$ cat config.mk
export PLATFORM = sky130hd
export DESIGN_NAME = seq_alu
export DESIGN_NICKNAME = d
export VERILOG_FILES = /design/src/rtl/seq_alu.sv
export SDC_FILE = /design/constraint.sdc
export NUM_CORES = 1
export LEC_CHECK = 0
export BUFFER_PORTS_ARGS = -buffer_cell sky130_fd_sc_hd__buf_2
export CAP_MARGIN = 5
export CORE_MARGIN = 1
export CORE_UTILIZATION = 44
export CTS_BUF_LIST = sky130_fd_sc_hd__clkbuf_16
export DETAILED_ROUTE_END_ITERATION = 10
export HOLD_SLACK_MARGIN = 0.12
export PLACE_DENSITY = 0.68
export RECOVER_POWER = 100
export REMOVE_ABC_BUFFERS = 1
export SLEW_MARGIN = 25
export SYNTH_ARGS = -nofsm -noshare
export SYNTH_HDL_FRONTEND = slang
export SYNTH_SLANG_ARGS = --single-unit
$ cat constraint.sdc
create_clock -name clk -period 3.3 [get_ports clk]
set_clock_uncertainty 0.2 [all_clocks]
set_input_delay 0.165 -clock clk [delete_from_list [all_inputs] [get_ports clk]]
set_output_delay 0.165 -clock clk [all_outputs]
set_load 0.1 [all_outputs]
$ cat src/rtl/seq_alu.sv
// Sequential ALU: single-cycle add/sub/logic/shift ops, plus an optional
// shift-add multiplier that runs one multiplier bit per cycle. Results are held until the consumer accepts them.
module seq_alu #(
  parameter int WIDTH  = 16,
  parameter bit MUL_EN = 1'b1
) (
  input  logic             clk,
  input  logic             rst_n,
  input  logic             in_valid,
  output logic             in_ready,
  input  logic [WIDTH-1:0] a,
  input  logic [WIDTH-1:0] b,
  input  logic [2:0]       alu_control,
  output logic             out_valid,
  input  logic             out_ready,
  output logic [WIDTH-1:0] result,
  output logic             zero,
  output logic             carry,
  output logic             negative,
  output logic             overflow,
  output logic             busy
);

  localparam int SHW = $clog2(WIDTH);
  localparam int MSB = WIDTH - 1;

  typedef enum logic [1:0] {IDLE, MUL, DONE} state_e;

  typedef enum logic [2:0] {
    OP_ADD = 3'b000,
    OP_SUB = 3'b001,
    OP_AND = 3'b010,
    OP_OR  = 3'b011,
    OP_XOR = 3'b100,
    OP_SHL = 3'b101,
    OP_SHR = 3'b110,
    OP_MUL = 3'b111
  } op_e;

  typedef struct packed {
    logic [WIDTH-1:0] value;
    logic             carry;
    logic             overflow;
  } alu_out_t;

  state_e             state;
  logic [2*WIDTH-1:0] acc;
  logic [2*WIDTH-1:0] mcand;
  logic [2*WIDTH-1:0] acc_next;
  logic [WIDTH-1:0]   mplier;
  logic [SHW-1:0]     cnt;

  alu_out_t           alu;
  logic [WIDTH:0]     sum_ext;
  logic [WIDTH:0]     shl_ext;
  logic [WIDTH:0]     shr_ext;
  logic [WIDTH-1:0]   diff;
  logic [SHW-1:0]     amt;
  logic               accept;
  logic               start_mul;

  assign in_ready  = (state == IDLE);
  assign out_valid = (state == DONE);
  assign busy      = (state == MUL);
  assign accept    = in_valid && in_ready;
  assign start_mul = MUL_EN && (alu_control == OP_MUL);

  // Single-cycle datapath. Shifts carry one guard bit so the last bit shifted
  // out lands in a fixed position, which also yields carry = 0 for amount 0.
  always_comb begin
    amt     = b[SHW-1:0];
    sum_ext = {1'b0, a} + {1'b0, b};
    diff    = a - b;
    shl_ext = {1'b0, a} << amt;
    shr_ext = {a, 1'b0} >> amt;
    // NOTE: defaulting every always_comb output up front means no path leaves
    // a signal unassigned, so no latch is inferred.
    alu     = '0;
    case (op_e'(alu_control))
      OP_SUB: begin
        alu.value    = diff;
        alu.carry    = (a < b);
        alu.overflow = (a[MSB] != b[MSB]) && (diff[MSB] != a[MSB]);
      end
      OP_AND: alu.value = a & b;
      OP_OR:  alu.value = a | b;
      OP_XOR: alu.value = a ^ b;
      OP_SHL: begin
        alu.value = shl_ext[WIDTH-1:0];
        alu.carry = shl_ext[WIDTH];
      end
      OP_SHR: begin
        alu.value = shr_ext[WIDTH:1];
        alu.carry = shr_ext[0];
      end
      default: begin
        // Add, and opcode 111 when the multiplier is not built.
        alu.value    = sum_ext[WIDTH-1:0];
        alu.carry    = sum_ext[WIDTH];
        alu.overflow = (a[MSB] == b[MSB]) && (sum_ext[MSB] != a[MSB]);
      end
    endcase
    acc_next = acc + (mplier[0] ? mcand : '0);
  end

  // NOTE: all state uses non-blocking assignments so every register samples
  // pre-edge values regardless of statement order.
  always_ff @(posedge clk or negedge rst_n) begin
    if (!rst_n) begin
      // NOTE: the multiply accumulator and counter are reset too, so an
      // aborted multiply can never leak partial products into a later result.
      state    <= IDLE;
      result   <= '0;
      zero     <= 1'b0;
      carry    <= 1'b0;
      negative <= 1'b0;
      overflow <= 1'b0;
      acc      <= '0;
      mcand    <= '0;
      mplier   <= '0;
      cnt      <= '0;
    end else begin
      case (state)
        IDLE: begin
          if (accept) begin
            if (start_mul) begin
              acc    <= '0;
              mcand  <= {{WIDTH{1'b0}}, a};
              mplier <= b;
              cnt    <= '0;
              state  <= MUL;
            end else begin
              result   <= alu.value;
              zero     <= (alu.value == '0);
              carry    <= alu.carry;
              negative <= alu.value[MSB];
              overflow <= alu.overflow;
              state    <= DONE;
            end
          end
        end
        MUL: begin
          acc    <= acc_next;
          mcand  <= mcand << 1;
          mplier <= mplier >> 1;
          cnt    <= cnt + 1'b1;
          // The last bit's partial product is folded in on the same edge.
          if (cnt == SHW'(WIDTH - 1)) begin
            result   <= acc_next[WIDTH-1:0];
            zero     <= (acc_next[WIDTH-1:0] == '0);
            carry    <= |acc_next[2*WIDTH-1:WIDTH];
            negative <= acc_next[MSB];
            overflow <= 1'b0;
            state    <= DONE;
          end
        end
        DONE: begin
          if (out_ready) state <= IDLE;
        end
        default: state <= IDLE;
      endcase
    end
  end

endmodule

# --- Yosys cells after proc, flatten, opt, wreduce, memory -nomap -nowiden ---
# Index checks and enable logic that the tools add are counted.
classes:
  muxes: 41
  reduce_logical: 13
  bitwise: 3
  n_lt_le_gt_ge: 1
  eq_ne: 19
  div: 0
  addsub: 4
  n_shift: 2
  mul: 0
ops:
  columns: ["cell", "n"]
  rows:
  - ["32-bit 2-to-1 mux", 5]
  - ["32-bit one-hot mux with 2 select lines", 2]
  - ["16-bit one-hot mux with 6 select lines", 1]
  - ["16-bit 2-to-1 mux", 5]
  - ["16-bit one-hot mux with 2 select lines", 2]
  - ["32-bit adder", 1]
  - ["16-bit logical NOT", 2]
  - ["16-bit by 16-bit adder with 17-bit output", 1]
  - ["16-bit by 4-bit << shifter with 17-bit output", 1]
  - ["17-bit by 4-bit >> shifter with 17-bit output", 1]
  - ["16-bit AND", 1]
  - ["16-bit < comparator", 1]
  - ["16-bit OR", 1]
  - ["16-bit OR reduction", 1]
  - ["16-bit subtractor", 1]
  - ["16-bit XOR", 1]
  - ["3-bit == test, second input constant", 4]
  - ["1-bit 2-to-1 mux", 12]
  - ["1-bit one-hot mux with 2 select lines", 5]
  - ["2-bit 2-to-1 mux", 4]
  - ["4-bit 2-to-1 mux", 2]
  - ["2-bit by 1-bit inequality test with 1-bit output, second input constant", 4]
  - ["4-bit one-hot mux with 2 select lines", 1]
  - ["3-bit by 2-bit == test with 1-bit output, second input constant", 2]
  - ["other kinds (17)", 22]
totals:
  output_inout_bits: 23
  register_bits: 106
  elab_cells: 93
  latch_bits: 0
  mem_bits_rw: 0
  in_bits: 39
  mem_count: 0
  mem_bits_ro: 0

# --- Depth between registers and ports, before layout ---
# Gate-level depths: netlist of run 1.
logic_depth:
  depth_word: 7
  ltp_mapped: 15
  depth_no_buf: 14

# --- Worst setup path before layout of run 1 ---
# Ideal clock, no wire load.
synth_timing:
  path_kind: "register to register"
  from: "reg mplier[0]"
  to: "reg carry"
  slack_ps: -331
  arrival_ps: 3293
  n_path_buf: 1
  synth_period_minus_slack_ps: 3631
  setup_time_ps: 138
  stages_incl_launch_ff: 14
  t_required_ps: 2962
  cell_sequence: "dfrtp_1 clkbuf_1 and2_1 ha_1 a21oi_1 or2_2 a31oi_1 o21ai_0 o41ai_1 xor2_1 or4_1 nor4_1 and4bb_1 o211ai_1"
synth_via:
  elab_chain_len: 5
synth_lines:
  columns: ["element", "line", "rtl"]
  rows:
  - ["from (decl)", "50", "logic [WIDTH-1:0] mplier;"]
  - ["from (signal assigned)", "145", "mplier <= mplier >> 1;"]
  - ["32-bit 2-to-1 mux", "103", "acc_next = acc + (mplier[0] ? mcand : '0);"]
  - ["32-bit adder", "103", null]
  - ["16-bit OR reduction", "151", "carry <= |acc_next[2*WIDTH-1:WIDTH];"]
  - ["1-bit 2-to-1 mux", "148", "if (cnt == SHW'(WIDTH - 1)) begin"]
  - ["1-bit one-hot mux with 2 select lines", "123", "case (state)"]
  - ["to (signal assigned)", "135", "carry <= alu.carry;"]
  - ["to (signal assigned)", "151", null]
  - ["to (decl)", "18", "output logic carry,"]
# No other way between the ends. The select of a mux whose other input is x is not followed.
# A chain may end at the register's enable or synchronous reset.

# --- Worst setup path in the final report of run 1 ---
# Ends and elaborated chain as after synthesis.

==> flow_summary.ini, run 1 <==
[status]
outcome = complete, but fails checks
violations = max-capacitance violations, max-slew violations, negative setup slack

[route]
wl_per_cell_um = 20.17
avgViaCountPerCell = 6.067
drt-total-wl_mm = 36.73
drt.antenna.violating_nets = 0
dr.pass1.iters = 9
drt_iter0_drc = 955
route.vias.total = 11048
drc = 0

[yosys]
ys_ff_latch = 105
ys_seq_area_share_pct = 25.68
synth_edf_count = 0
ys_types = 83
yosysTopAreaCell = dfrtp_1
yosys_warnings = 0
ys.flop_type = dfrtp_1
yosys.area.top_type_share_pct = 25.68
synth_area_sq_mm = 0.01023
synthArstFlopShare_pct = 100.0
yosysMostFrequentCell = nor2_1
synth_commonest_cells = 108 x nor2_1, 105 x dfrtp_1, 104 x nand2_1, 98 x a21oi_1, 85 x o21ai_0
synth.area.top_cells = dfrtp_1 26%, ha_1 9.9%, mux4_2 5.7%
syn_area_per_cell_sq_um = 8.233
netlist_instances = 1243

[cells_and_area]
fin_nets = 1654
final_util_pct = 59.74
antenna_cells = 0
fin_area_sq_mm = 0.01357
drive_gt1_share_pct = 29.04
area_growth_pct = 32.56
final_cells = 1821
nFillCells = 2029

[pwr]
ir_drop_v = 0.0003462
p_int_mw = 4.017
p_sw_mw = 3.459
swShare_pct = 46.27
p_seq_share_pct = 26.8
combPwrFrac_pct = 58.3
clkPwrFrac_pct = 14.9
power.leakage_nw = 6.677
power_density_mw_per_mm2 = 551.1

[placed_design]
hpwlAfterDp_mm = 28.05
port_buffers = 61
dp.cells = 1777
routabilityCongestion = 1.064
placed_cell_area_sq_mm = 0.01266

[clock_tree]
ctsRootBufferMaster = clkbuf_16
cts_buffer_depth = 2
htreeDepth = 3
cts_tree = yes
cts_buffers = 9
cts.sinks = 105
clkSlewWorstSetupHoldPaths_ps = 90
clk_latency_ps = 370

[floorplan]
die_x_um = 154.5
ios = 62
fp.dieH_um = 154.5
initial_utilization_pct = 45.06
die_area_sq_mm = 0.02387
rows = 55
core_sq_mm = 0.02271

[grt]
grt_max_degree = 99
grt_use_total_pct = 30.67
grt_overflow = 0
antenna_found_initial = 0
grt_pass1_wl_mm = 57.04
grt_pass1_vias = 10538

[sta]
fin_crit_ps = 3685
worst_slack_ps = -385.0
finalCritPeriodShare_pct = 111.7
slew_viol_final = 68
rsz0062_at_grt = true
setup-violations-final = 8
hold_violations = 0
maxSlewHeadroom_pct = -40.95
tightest_slew_ps = 2114
fmax_mhz = 271.4

[critical_path]
crit_required_ps = 3340
critPathMaxFanout = 11
rrSetupSlack_ps = -380
criticalPathCategory = reg2reg
end_kind = flip-flop
start_kind = flip-flop
worstPathArrival_ps = 3720

[flow_run]
max-cap-violations = 1

[worst_hold_path]
hold_class = in2reg
-- registers in the layout, summed over array words and instances (netlist names), 2 cells and up --
name / cells
acc: 32
mcand: 32
mplier: 16
result: 15
cnt: 4
state: 2
-- logic make-up (layout without fill, tap and decap cells) --
kind of cell	after synthesis	in the layout	synth area share, %
compound gates	429	429	28.57
simple gates	392	392	18.72
buf+inv	153	446	5.832
flops	105	105	25.68
fa+ha+maj	85	85	10.59
mux	47	47	7.874
xor+xnor	32	32	2.739
-- layer usage --
metal	global-route usage [%]	wire, um	share of wire (%)
met5	0	0	0
met4	11.69	1252	3.4
met3	3.502	2448	6.7
met2	49.32	16820	46
met1	42.32	16210	44
-- critical path, cell delays in order (launching register included) --
cell      delay [ps]
dfrtp_2          470
buf_8            160
and2_1           130
ha_1             300
and3_4           180
and2_4           150
a221o_1          340
a221o_1          340
a21oi_4          160
xnor2_2           80
or4_4            530
nor4_4           170
and4bb_1         240
o211ai_1         100
-- cells in the final DEF, fill, tap and decap left out, drive strengths merged, types with 19 or more instances in the layout --
cell type / n
a21o: 37
xnor2: 19
ha: 81
nor2: 108
nand2: 104
o21ai: 86
and2: 40
dfrtp: 105
nand3: 23
inv: 66
nand2b: 20
mux4: 26
buf: 327
a21oi: 99
clkbuf: 36
a22o: 36
nor3: 26
-- stage by stage --
step                      total power, mW  setup slack, ps  hold slack, ps  TNS (ps)
after floorplan                     4.402           -380.7          -330.6    -380.7
after global placement              5.954           -571.5           30.63     -1943
after detailed placement            6.028           -599.9           36.94     -2369
after CTS                           7.309           -415.5           122.7    -739.8
after global routing                7.937           -497.7           139.1     -3988
final                               7.476           -385.0           127.5     -1116
-- what timing repair did --
item / 4_1_cts / 5_1_grt
pin swaps: 15 / 21
setup buffers: 7 / 9
hold endpoints to repair: 57 / 0
gates resized for setup: 32 / 48
hold buffers: 11 / 0
cloned: 1 / 0
setup endpoints to repair: 14 / 14
-- path summary, 6_finish.rpt --
path | from | endpoint | cells past startpoint
worst max-delay path | mplier[0] | carry | 13
worst min-delay path | b[12] | mplier[12] | 5
worst max register to register | mplier[0] | carry | 13
worst min register to register | result[8] | result[8] | 2
max in group asynchronous | rst_n | mplier[0] | 3
min in group asynchronous | rst_n | acc[27] | 2
-- final cells by class --
| class | instances | area [sq um] | share of cell area, % |
|---|---|---|---|
| Multi-Input combinational cell | 985 | 7367 | 54.31 |
| Timing Repair Buffer | 366 | 2666 | 19.66 |
| Sequential cell | 105 | 2629 | 19.38 |
| Tap cell | 285 | 356.6 | 2.629 |
| Inverter | 64 | 241.5 | 1.780 |
| Clock buffer | 9 | 225.2 | 1.660 |
| Clock inverter | 7 | 80.08 | 0.5903 |
-- power groups by stage --
| stage | clock network [mW] | registers (mW) | logic [mW] |
|---|---|---|---|
| 2_1_floorplan | 0 | 2.70 | 1.70 |
| 3_3_place_gp | 0 | 1.99 | 3.96 |
| 3_5_place_dp | 0 | 2.00 | 4.03 |
| 4_1_cts | 1.14 | 1.98 | 4.19 |
| 5_1_grt | 1.18 | 2.06 | 4.69 |
| 6_report | 1.11 | 2.01 | 4.36 |
Power figures use the tool's default switching activity.
==> inputs of run 2 (changes only) <==
Settings changed: PLACE_DENSITY 0.68 to 0.66.
Clock period 3.3 ns to 3.7 ns, I/O delays scaled along.
==> run 2 against run 1 <==
The run still ends with max-capacitance violations, max-slew violations, negative setup slack left; global-route usage fell by 0.75 points; maximum frequency fell by 1.9%; worst hold slack improved by 9.8 ps; non-clock buffer count fell by 132; wire length fell by 4.2%; worst setup slack improved by 330 ps; first-iteration DRC count rose by 3.4%; sequential cell count did not move; highest routed layer unchanged; count of clock-buffer cells in the layout did not move.
==> flow_summary.ini, run 2 (synthesized netlist as in run 1, its figures left out) <==
[status]
outcome = complete, but fails checks
violations = max-capacitance violations, max-slew violations, negative setup slack

[route]
drt.antenna.violating_nets = 0
route.vias.total = 10423
wl_per_cell_um = 20.84
drt-total-wl_mm = 35.20
avgViaCountPerCell = 6.171
dr.pass1.iters = 6
drc = 0
drt_iter0_drc = 987

[cells_and_area]
nFillCells = 2190
area_growth_pct = 21.93
final_cell_mix = 146 x buf_4, 108 x nor2_1, 104 x nand2_1, 104 x dfrtp_1, 96 x a21oi_1
antenna_cells = 0
fin_nets = 1522
final_common_cell = buf_4
largest_registers = acc x32, mcand x32, mplier x16
final_cells = 1689
drive_gt1_share_pct = 21.01

[pwr]
power.leakage_nw = 5.962
power_density_mw_per_mm2 = 509.0
ir_drop_v = 0.0002940

[grt]
grt_pass1_wl_mm = 55.55
grt_overflow = 0
grt_max_degree = 98
antenna_found_initial = 0
grt_pass1_vias = 10010
grt_use_total_pct = 29.92

[worst_hold_path]
worstHoldPathCells = 5
hold_class = in2reg
whs_endpoint = mplier[10]
min-delay-start = b[10]

[floorplan]
die_area_sq_mm = 0.02387
core_sq_mm = 0.02271
die_x_um = 154.5
fp.dieH_um = 154.5
ios = 62
initial_utilization_pct = 45.06
rows = 55

[sta]
finalCritPeriodShare_pct = 101.5
hold_violations = 0
slew_viol_final = 31
rsz0062_at_grt = true
worst_slack_ps = -56.60
tightest_slew_ps = 1722
fin_crit_ps = 3757
fmax_mhz = 266.2
maxSlewHeadroom_pct = -14.79
setup-violations-final = 2

[flow_run]
max-cap-violations = 1

[placed_design]
port_buffers = 61
dp_slack_ps = -299.3
dp.cells = 1654
routabilityCongestion = 1.001
hpwlAfterDp_mm = 26.69

[critical_path]
start_kind = flip-flop
end_kind = flip-flop
criticalPathCategory = reg2reg
rrSetupSlack_ps = -60
worstPathArrival_ps = 3800
crit_required_ps = 3740
critPathMaxFanout = 5
worstReg2RegStart = mplier[0]
r2r_end = carry
crit_slowest_cell = dfrtp_2
path_cells = buf_6 > and2_4 > ha_4 > fa_2 > a21o_1 > nand3_2 > a31oi_4 > buf_6 > o211ai_1 > o21ai_1 > buf_4 > a211oi_2 > a221oi_2 > nor4_4 > and4bb_1 > o211ai_1
r2r_cells = 16
critPathMaxStageDelay_ps = 450

[clock_tree]
clkSlewWorstSetupHoldPaths_ps = 80
cts_tree = yes
ctsRootBufferMaster = clkbuf_16
clk_latency_ps = 360
cts_buffers = 9
cts_buffer_depth = 2
cts.sinks = 105
htreeDepth = 3
-- run 2: critical path: cells and delay by family (launching register included) --
kind / cells / cell delay [ps]
compound gates: 7 / 1140
simple gates: 4 / 840
flops: 1 / 450
fa+ha+maj: 2 / 520
buf+inv: 3 / 470
-- run 2: repair_timing --
action	4_1_cts	5_1_grt
pin swaps	9	18
setup buffers	6	1
endpoints found under the hold margin	63	0
resized for setup	24	34
hold buffers	9	0
cloned	2	0
endpoints found under the setup margin	2	9
-- run 2: area by class of cell --
class / instances / area, sq um / area share [%]
clock inverters: 7 / 95.09 / 0.7621
clock buffers: 9 / 225.2 / 1.805
flip-flops and latches: 105 / 2629 / 21.07
repair buffers: 234 / 1703 / 13.65
well taps: 285 / 356.6 / 2.858
multi-input cells: 985 / 7228 / 57.93
inverters: 64 / 241.5 / 1.935
-- run 2: metrics by stage --
stage | instance area, sq um | setup TNS [ps] | util, % | power, mW | hold slack, ps
after CTS | 12360 | -105.4 | 54.45 | 6.334 | 126.4
after detailed placement | 11750 | -404.0 | 51.75 | 5.064 | 94.95
final | 12480 | -86.08 | 54.95 | 6.352 | 137.3
after floorplan | 9877 | 0 | - | 3.926 | -310.6
after global routing | 12480 | -395.5 | 54.95 | 6.751 | 147.2
after global placement | 11750 | -211.3 | 51.75 | 5.017 | 85.96
-- run 2: routing by layer --
layer,vias up,GRT usage (%),wire (um)
li1,4917,-,-
met1,5003,42.79,16000
met2,421,44.88,15320
met3,82,4.539,2474
met4,0,12.59,1404
met5,-,0,0
-- run 2: worst max path at each step --
stage	start	end	slack, ps	cells past startpoint
floorplan	mplier[0]	carry	20	12
global placement	mplier[0]	carry	-210	12
detailed placement	mplier[0]	carry	-300	12
CTS	mplier[0]	carry	-110	15
global route	a[0]	zero	-170	15
finish	mplier[0]	carry	-60	16
-- run 2: power by group --
part | internal [mW] | switching [mW] | leakage, nW
clock | 0.547 | 0.496 | 0.157
combinational | 1.32 | 2.19 | 4.42
sequential | 1.53 | 0.273 | 1.38
==> inputs of run 3 (changes only) <==
Settings changed: CORE_ASPECT_RATIO set to 1.5.
==> run 3 against run 2 <==
The flow finishes with violations (max-capacitance violations, max-slew violations); largest cell class unchanged; critical path type unchanged; worst setup slack gained 88 ps; maximum frequency grew 2.4%; largest power group unchanged; combinational power shrank 2%; highest routed layer unchanged.
==> flow_summary.ini, run 3 (synthesized netlist as in run 1, its figures left out) <==
[critical_path]
worstPathArrival_ps = 3700
critPathMaxStageDelay_ps = 530
crit_slowest_cell = or4_4
crit_required_ps = 3730
path_cells = buf_12 > and2_4 > ha_4 > and3_4 > and2_4 > a221o_1 > a221o_1 > a21oi_4 > xnor2_2 > or4_4 > nor4_2 > and4bb_1 > o211ai_1
critPathMaxFanout = 8
end_kind = flip-flop
start_kind = flip-flop
criticalPathCategory = reg2reg

[placed_design]
routabilityCongestion = 1.039
port_buffers = 61
placed_cell_area_sq_mm = 0.01167
hpwlAfterDp_mm = 28.60

[clock_tree]
cts.sinks = 105
htreeDepth = 3
ctsRootBufferMaster = clkbuf_16
clkSlewWorstSetupHoldPaths_ps = 80
cts_buffers = 9
cts_buffer_depth = 2
cts_tree = yes
clk_latency_ps = 370

[pwr]
power_density_mw_per_mm2 = 503.4
p_seq_share_pct = 29.5
ir_drop_v = 0.0003193
swShare_pct = 47.62
p_sw_mw = 2.962
combPwrFrac_pct = 55.5
clkPwrFrac_pct = 15.0
p_int_mw = 3.259
power.leakage_nw = 5.855

[route]
route.vias.total = 10334
avgViaCountPerCell = 6.184
drt_iter0_drc = 793
dr.pass1.iters = 7
drt.antenna.violating_nets = 0
drt-total-wl_mm = 36.78
drc = 0
wl_per_cell_um = 22.01

[sta]
maxSlewHeadroom_pct = -72.85
rsz0062_at_grt = true
final.setup.tns_ps = 0
tightest_slew_ps = 2593
slew_viol_final = 195
finalCritPeriodShare_pct = 99.15
fmax_mhz = 272.6
hold_violations = 0
timing.hold.ws_ps = 122.0
fin_crit_ps = 3668
setup-violations-final = 0

[cells_and_area]
final_common_cell = buf_4
fin_area_sq_mm = 0.01236
nFillCells = 2188
antenna_cells = 0
area_growth_pct = 20.77
largest_registers = acc x32, mcand x32, mplier x16
drive_gt1_share_pct = 21.28
final_cell_mix = 138 x buf_4, 108 x nor2_1, 104 x nand2_1, 104 x dfrtp_1, 96 x a21oi_1
fin_nets = 1510
final_util_pct = 54.00

[grt]
grt_overflow = 0
grt_pass1_wl_mm = 56.67
grt_pass1_vias = 10284
antenna_found_initial = 0
grt_use_total_pct = 31.09
grt_max_degree = 106

[floorplan]
rows = 68
die_area_sq_mm = 0.02388
ios = 62
initial_utilization_pct = 44.71
core_sq_mm = 0.02289
die_x_um = 126.5
fp.dieH_um = 188.8

[status]
violations = max-capacitance violations, max-slew violations
outcome = complete, but fails checks

[flow_run]
max-cap-violations = 2

[worst_hold_path]
hold_class = in2reg
run 3: routing by layer:
metal / wire (um) / vias up / part of all wire [%] / GRT usage, %
li1: - / 4898 / - / -
met3: 1403 / 108 / 3.8 / 3.379
met5: 0 / - / 0 / 0
met2: 19400 / 312 / 53 / 57.84
met1: 13630 / 5016 / 37 / 33.02
met4: 2344 / 0 / 6.4 / 19.88
run 3: final timing paths:
path	from	end	slack, ps	depth (start not counted)
worst min-delay path	b[12]	mplier[12]	120	5
max in group asynchronous	rst_n	mplier[0]	560	3
worst max register to register	mplier[0]	carry	30	13
min in group asynchronous	rst_n	result[5]	1060	3
worst min register to register	result[7]	result[7]	280	2
worst max-delay path	mplier[0]	carry	30	13
run 3: final cells by class:
cell class	instances	area, sq um	area share (%)
Sequential cell	105	2629	21.27
Clock buffer	9	225.2	1.822
Tap cell	280	350.3	2.835
Multi-Input combinational cell	985	7248	58.65
Clock inverter	6	51.30	0.4151
Timing Repair Buffer	222	1614	13.06
Inverter	64	241.5	1.954
run 3: critical path: cells and delay by family (launching register included):
kind / cells / cell delay (ps)
xor gates and xnor gates: 1 / 90
DFF: 1 / 500
adders and majority gates: 1 / 230
buffers and inverters: 1 / 170
and+or+nand+nor: 6 / 1370
AOI/OAI and AO/OA: 4 / 990
run 3: power groups by stage:
stage                     Clock (mW)  Combinational [mW]  Sequential [mW]
final                          0.934                3.45             1.83
after global routing           0.993                3.71             1.88
after CTS                      0.948                3.30             1.81
after detailed placement           0                3.24             1.82
after global placement             0                3.20             1.82
after floorplan                    0                1.51             2.41
run 3: per-stage QoR:
step / setup WS [ps] / power, mW / instances
after floorplan: 19.34 / 3.926 / 1154
after global placement: -98.53 / 5.016 / 1638
after detailed placement: -179.6 / 5.061 / 1638
after CTS: 0.5000 / 6.054 / 1665
after global routing: -65.95 / 6.585 / 1671
final: 31.61 / 6.221 / 1671
run 3: repair_timing:
action / 4_1_cts / 5_1_grt
hold buffers: 11 / 0
setup endpoints to repair: 1 / 5
endpoints found under the hold margin: 115 / 0
pin swaps: 5 / 16
gates cloned: 0 / 2
gates resized for setup: 11 / 45
buffers inserted: 1 / 4
